## src/rtl/vram_arb_pkg.sv

```systemverilog
// VRAM arbiter shared definitions.
// Grant, CPU FSM and fill FSM encodings plus width defaults.
package vram_arb_pkg;

  localparam int ADDR_W_DEF = 19;
  localparam int DATA_W_DEF = 12;

  typedef enum logic [1:0] {
    GNT_NONE = 2'd0,
    GNT_VGA  = 2'd1,
    GNT_CPU  = 2'd2,
    GNT_FILL = 2'd3
  } gnt_e;

  typedef enum logic {
    C_IDLE = 1'b0,
    C_ACK  = 1'b1
  } cpu_st_e;

  typedef enum logic {
    F_IDLE = 1'b0,
    F_RUN  = 1'b1
  } fill_st_e;

endpackage

```

## src/rtl/vram_fill_engine.sv

```systemverilog
// Linear fill engine: latches base/len/color and emits one write
// per fill grant, wrapping the address at 2^ADDR_W.
module vram_fill_engine
  import vram_arb_pkg::*;
#(
  parameter int ADDR_W = ADDR_W_DEF,
  parameter int DATA_W = DATA_W_DEF
) (
  input  logic              clk,
  input  logic              rst,
  input  logic              start,
  input  logic [ADDR_W-1:0] base,
  input  logic [ADDR_W-1:0] len,
  input  logic [DATA_W-1:0] color,
  input  logic              gnt,
  output logic              req,
  output logic [ADDR_W-1:0] addr,
  output logic [DATA_W-1:0] wdata,
  output logic              busy,
  output logic              done
);

  fill_st_e          st, st_nx;
  logic [ADDR_W-1:0] addr_q;
  logic [ADDR_W-1:0] rem_q;
  logic [DATA_W-1:0] color_q;
  logic              done_q;
  logic              last;

  assign last = (rem_q == ADDR_W'(1));

  always_ff @(posedge clk) begin
    if (rst) st <= F_IDLE;
    else     st <= st_nx;
  end

  always_comb begin
    st_nx = st;
    unique case (st)
      F_IDLE: if (start && len != '0) st_nx = F_RUN;
      F_RUN:  if (gnt && last)        st_nx = F_IDLE;
    endcase
  end

  always_ff @(posedge clk) begin
    if (rst) begin
      addr_q  <= '0;
      rem_q   <= '0;
      color_q <= '0;
      done_q  <= 1'b0;
    end else begin
      done_q <= 1'b0;
      if (st == F_IDLE) begin
        if (start) begin
          addr_q  <= base;
          rem_q   <= len;
          color_q <= color;
          // zero-length fill completes without ever running
          done_q  <= (len == '0);
        end
      end else if (gnt) begin
        addr_q <= addr_q + ADDR_W'(1);
        rem_q  <= rem_q - ADDR_W'(1);
        done_q <= last;
      end
    end
  end

  assign req   = (st == F_RUN);
  assign busy  = (st == F_RUN);
  assign addr  = addr_q;
  assign wdata = color_q;
  assign done  = done_q;

endmodule

```

## src/rtl/vram_arbiter.sv

```systemverilog
// Single-port VRAM arbiter: VGA has absolute priority, CPU and
// fill engine share remaining cycles round-robin.
module vram_arbiter
  import vram_arb_pkg::*;
#(
  parameter int ADDR_W = ADDR_W_DEF,
  parameter int DATA_W = DATA_W_DEF
) (
  input  logic              clk,
  input  logic              rst,
  input  logic              vga_rdn,
  input  logic [ADDR_W-1:0] vga_addr,
  output logic [DATA_W-1:0] vga_data,
  output logic              vga_valid,
  input  logic              cpu_req,
  input  logic              cpu_we,
  input  logic [ADDR_W-1:0] cpu_addr,
  input  logic [DATA_W-1:0] cpu_wdata,
  output logic              cpu_ack,
  output logic [DATA_W-1:0] cpu_rdata,
  input  logic              fill_start,
  input  logic [ADDR_W-1:0] fill_base,
  input  logic [ADDR_W-1:0] fill_len,
  input  logic [DATA_W-1:0] fill_color,
  output logic              fill_busy,
  output logic              fill_done,
  output logic [ADDR_W-1:0] vram_addr,
  output logic              vram_we,
  output logic [DATA_W-1:0] vram_din,
  input  logic [DATA_W-1:0] vram_dout
);

  gnt_e              gnt;
  cpu_st_e           cst, cst_nx;
  logic              rr_cpu;
  logic              cpu_el;
  logic              cpu_rd_q;
  logic              fill_req;
  logic [ADDR_W-1:0] fill_addr;
  logic [DATA_W-1:0] fill_wdata;
  logic [DATA_W-1:0] vga_hold;
  logic [DATA_W-1:0] cpu_hold;

  vram_fill_engine #(
    .ADDR_W (ADDR_W),
    .DATA_W (DATA_W)
  ) u_fill (
    .clk   (clk),
    .rst   (rst),
    .start (fill_start),
    .base  (fill_base),
    .len   (fill_len),
    .color (fill_color),
    .gnt   (gnt == GNT_FILL),
    .req   (fill_req),
    .addr  (fill_addr),
    .wdata (fill_wdata),
    .busy  (fill_busy),
    .done  (fill_done)
  );

  assign cpu_el = cpu_req && (cst == C_IDLE);

  always_comb begin
    gnt = GNT_NONE;
    if (rst)                  gnt = GNT_NONE;
    else if (!vga_rdn)        gnt = GNT_VGA;
    else if (cpu_el && fill_req)
      gnt = rr_cpu ? GNT_CPU : GNT_FILL;
    else if (cpu_el)          gnt = GNT_CPU;
    else if (fill_req)        gnt = GNT_FILL;
  end

  always_comb begin
    vram_addr = '0;
    vram_we   = 1'b0;
    vram_din  = '0;
    unique case (gnt)
      GNT_NONE: ;
      GNT_VGA:  vram_addr = vga_addr;
      GNT_CPU: begin
        vram_addr = cpu_addr;
        vram_we   = cpu_we;
        vram_din  = cpu_we ? cpu_wdata : '0;
      end
      GNT_FILL: begin
        vram_addr = fill_addr;
        vram_we   = 1'b1;
        vram_din  = fill_wdata;
      end
    endcase
  end

  always_ff @(posedge clk) begin
    if (rst) cst <= C_IDLE;
    else     cst <= cst_nx;
  end

  // C_ACK blocks re-grant of a still-held cpu_req
  always_comb begin
    cst_nx = cst;
    unique case (cst)
      C_IDLE: if (gnt == GNT_CPU) cst_nx = C_ACK;
      C_ACK:  cst_nx = C_IDLE;
    endcase
  end

  always_ff @(posedge clk) begin
    if (rst) begin
      rr_cpu    <= 1'b1;
      vga_valid <= 1'b0;
      vga_hold  <= '0;
      cpu_rd_q  <= 1'b0;
      cpu_hold  <= '0;
    end else begin
      vga_valid <= (gnt == GNT_VGA);
      cpu_rd_q  <= (gnt == GNT_CPU) && !cpu_we;
      if (vga_valid)            vga_hold <= vram_dout;
      if (cpu_ack && cpu_rd_q)  cpu_hold <= vram_dout;
      if (gnt == GNT_CPU)       rr_cpu   <= 1'b0;
      else if (gnt == GNT_FILL) rr_cpu   <= 1'b1;
    end
  end

  assign cpu_ack   = (cst == C_ACK);
  assign vga_data  = vga_valid ? vram_dout : vga_hold;
  assign cpu_rdata = (cpu_ack && cpu_rd_q) ? vram_dout : cpu_hold;

endmodule

```

## config.mk

```make
export PLATFORM = sky130hd
export DESIGN_NAME = vram_arbiter
export DESIGN_NICKNAME = d
export VERILOG_FILES = /design/src/rtl/vram_arb_pkg.sv /design/src/rtl/vram_fill_engine.sv /design/src/rtl/vram_arbiter.sv
export SDC_FILE = /design/constraint.sdc
export NUM_CORES = 1
export LEC_CHECK = 0
export ABC_CLOCK_PERIOD_IN_PS = 4400
export BUFFER_PORTS_ARGS = -buffer_cell sky130_fd_sc_hd__buf_2
export CAP_MARGIN = 20
export CELL_PAD_IN_SITES_DETAIL_PLACEMENT = 0
export CELL_PAD_IN_SITES_GLOBAL_PLACEMENT = 1
export CORE_AREA = 5 5 129 106
export DETAILED_ROUTE_END_ITERATION = 8
export DIE_AREA = 0 0 134 111
export PLACE_DENSITY_LB_ADDON = 0.3
export SLEW_MARGIN = 10
export SYNTH_ARGS = -nofsm -noshare
export SYNTH_HDL_FRONTEND = slang
export SYNTH_HIERARCHICAL = 1
export SYNTH_SLANG_ARGS = --single-unit
```

## constraint.sdc

```tcl
create_clock -name clk -period 4.4 [get_ports clk]
set_input_delay 0.88 -clock clk [delete_from_list [all_inputs] [get_ports clk]]
set_output_delay 0.88 -clock clk [all_outputs]
set_load 0.005 [all_outputs]
```

==> results.ini <==
[drt]
drt_pass1_iterations = 5
avgRoutedWirePerCell_um = 18.5
num_vias = 4815
drc = 0
routed_via_density = 5.71
routed_wl_mm = 15.6
dr.first_iter.drc_count = 436
ant_nets = 0

[power_and_ir_drop]
peakVddDrop_v = 0.000187
fin_total_pwr_mw = 1.88
p_leak_nw = 2.49
cellPowerDensity_nw_per_um2 = 324

[synthesis]
synth_xor_area_frac = 0.00564
synth_warnings = 6
ys_ff_latch = 80
yosys.area_share.simple = 0.275
syn-instance-count = 532
synth_compound_area_frac = 0.219
synth_edf_count = 0
synth_cell_type_count = 65
ys_dominant_reg_cell = dfxtp_1
ys_async_sr_fraction = 0
synth_nets = 653
synth_mux_area_frac = 0.0776
synth_seq_area_share = 0.344
postSynthAreaPerCell_sq_um = 8.76
netlist_area_sq_um = 4660
synth_fa_ha_area_frac = 0.00805
synth_top_family_by_area = simple AND/OR/NAND/NOR gates

[global_routing]
grt_max_degree = 46
antenna_found_initial = 0
grt_pass1_wl_mm = 24.9
grt.overflow.total = 0
grt_pass1_vias = 4712
grt_usage = 0.206

[hold_path]
min_path_cells = 2
hp-class = register to register

[worst_setup_path]
critPathTopFamily = simple AND/OR/NAND/NOR gates
crit_cells = 6
path_cells = buf_2 > nand4bb_1 > nor2_1 > buf_4 > a221o_1 > buf_2
crit_slowest_cell = nor2_1
critPathRequiredTime_ns = 3.52
criticalPathCategory = input pin to output pin
cpPeakStageDelay_ns = 0.63
critPathArrivalTime_ns = 2.72
critPathMostFrequentCell = buf_2
cp-start-kind = input pin
crit_buf_inv = 3
reg2reg_depth = 8
cp-end-kind = output pin
cp_max_fo = 30

[timing]
fin_ws_ns = 0.803
fmax_mhz = 278
layout_min_cycle_time_ns = 3.60
clock_skew_ns = 0.00818
setup_viol = 0
finalCritPeriodShare = 0.817
slew_violations = 0
fin_tns_setup_ns = 0
rsz0062_at_grt = false
worst_pin_slew_ns = 0.833
hold_viol = 0
maxSlewHeadroom = 0.442
hold_ws_ns = 0.461

[cells_and_area]
drive_gt1_frac = 0.352
fin_cells = 843
fin_nets = 807
areaGrowthSynthToFinish_pct = 24.6
fill_cells = 1199
diodes = 0

[floorplan]
core_sq_um = 12100
die_area_sq_um = 14900
start_util = 0.385
die_h_um = 111
die_w_um = 134
io_pins = 178
std_cell_rows = 36

[clock_network]
cts_buffers = 9
cts_root_buffer = clkbuf_16
path_clk_slew_ns = 0.07
clock_sinks = 80
cts_resized = 0
postCtsHoldBufs = 0
cts.path.max_buffers = 2
cts_tree = built
cts-htree-levels = 3
cts_setup_buffers = 0
clk_latency_ns = 0.34

[flow_run]
max-cap-violations = 0

[place]
io_buffers = 177
place.gp.congestion = 0.840
dpl_worst_slack_ns = 0.835
placedCellCount = 826
place_hpwl_mm = 11.5

[outcome]
outcome = finished clean

[where the power goes]
group	switching (mW)	leakage (nW)	total (mW)	internal, mW
clock network	0.341	0.138	0.734	0.394
logic	0.169	1.70	0.327	0.157
registers	0.0545	0.656	0.818	0.764
[cells in the final DEF, fill, tap and decap left out, drive strengths merged, types with 7 or more instances in the layout]
cell type / netlist / routed
buf: 16 / 188
dfxtp: 80 / 80
nand2: 53 / 53
nor2b: 28 / 28
a21oi: 26 / 26
mux2: 25 / 25
nor2: 23 / 23
and2: 20 / 20
a221o: 20 / 20
nor3: 19 / 19
o21ai: 17 / 17
a22o: 16 / 16
a211oi: 15 / 15
nor4: 15 / 15
nand3: 11 / 11
nand4: 11 / 11
inv: 6 / 11
clkbuf: 28 / 9
a311oi: 9 / 9
mux2i: 8 / 8
or4: 8 / 8
a31oi: 7 / 7
or3: 7 / 7
[Yosys cell counts, types with 6 or more instances]
cell      number  area, sq um
buf_2          9         45.0
a311oi_1       9         78.8
clkbuf_1      22         82.6
dfxtp_1       80         1600
a21oi_1       26          130
nor2b_1       28          175
clkbuf_8       6         82.6
and2_1        20          125
a211oi_1      15          113
o21ai_0       17         85.1
a221o_1       20          200
mux2_2        25          282
nand2_1       53          199
nand4_1       10         62.6
nand3_1       11         55.1
nor4_1        13         81.3
or4_1          6         45.0
a22o_1        15          131
or3_1          7         43.8
a31oi_1        7         43.8
nor3_1        19         95.1
nor2_1        23         86.3
mux2i_1        8         80.1
[flip-flops by register name (all words and copies together) (netlist names)]
name and count:
cpu_rd_q 1, cpu_hold 12, rr_cpu 1, u_fill/done 1, u_fill/rem_q 19, u_fill/addr 19, cpu_ack 1, u_fill/wdata 12
vga_hold 12, u_fill/busy 1, vga_valid 1
[through the flow]
stage | util | instance area (sq um)
final | 0.479 | 5810
after floorplan | - | 4660
after CTS | 0.479 | 5800
after global routing | 0.479 | 5810
after global placement | 0.455 | 5520
after detailed placement | 0.455 | 5520
[worst reg2reg max path: stages, from the launching register on]
cell and delay (ns):
dfxtp_1 0.38, nand3b_1 0.14, and4b_1 0.56, buf_4 0.26
and2_1 0.56, buf_4 0.30, nand2_1 0.08, xor2_1 0.14
a211oi_1 0.21
[layer usage]
metal  share of wire  GRT usage  vias up
met5               0          0        -
met4           0.014     0.0514        0
li1                -          -     2319
met1            0.45      0.274     2278
met2            0.46      0.325      202
met3           0.080     0.0613       16
[final timing paths]
check                          to             from  slack (ns)
hold / removal    u_fill/wdata[5]  u_fill/wdata[5]        0.46
hold reg to reg   u_fill/wdata[5]  u_fill/wdata[5]        0.46
setup reg to reg  u_fill/rem_q[2]          cpu_ack        1.68
setup / recovery     vram_addr[5]              rst        0.80
[cell families (layout without fill, tap and decap cells)]
kind of cell               count (synthesis)  after routing
buffers and inverters                     53            212
AOI/OAI and AO/OA                        137            137
adders and majority gates                  3              3
DFF                                       80             80
xor gates and xnor gates                   3              3
muxes                                     33             33
and+or+nand+nor                          223            223
[final cells by class]
type | count | area [sq um] | area share
Multi-Input combinational cell | 399 | 2730 | 0.470
Sequential cell | 80 | 1600 | 0.276
Timing Repair Buffer | 188 | 968 | 0.167
Clock buffer | 9 | 225 | 0.0388
Tap cell | 152 | 190 | 0.0327
Clock inverter | 7 | 60.1 | 0.0103
Inverter | 8 | 30.0 | 0.00517
Power figures use the tool's default switching activity.
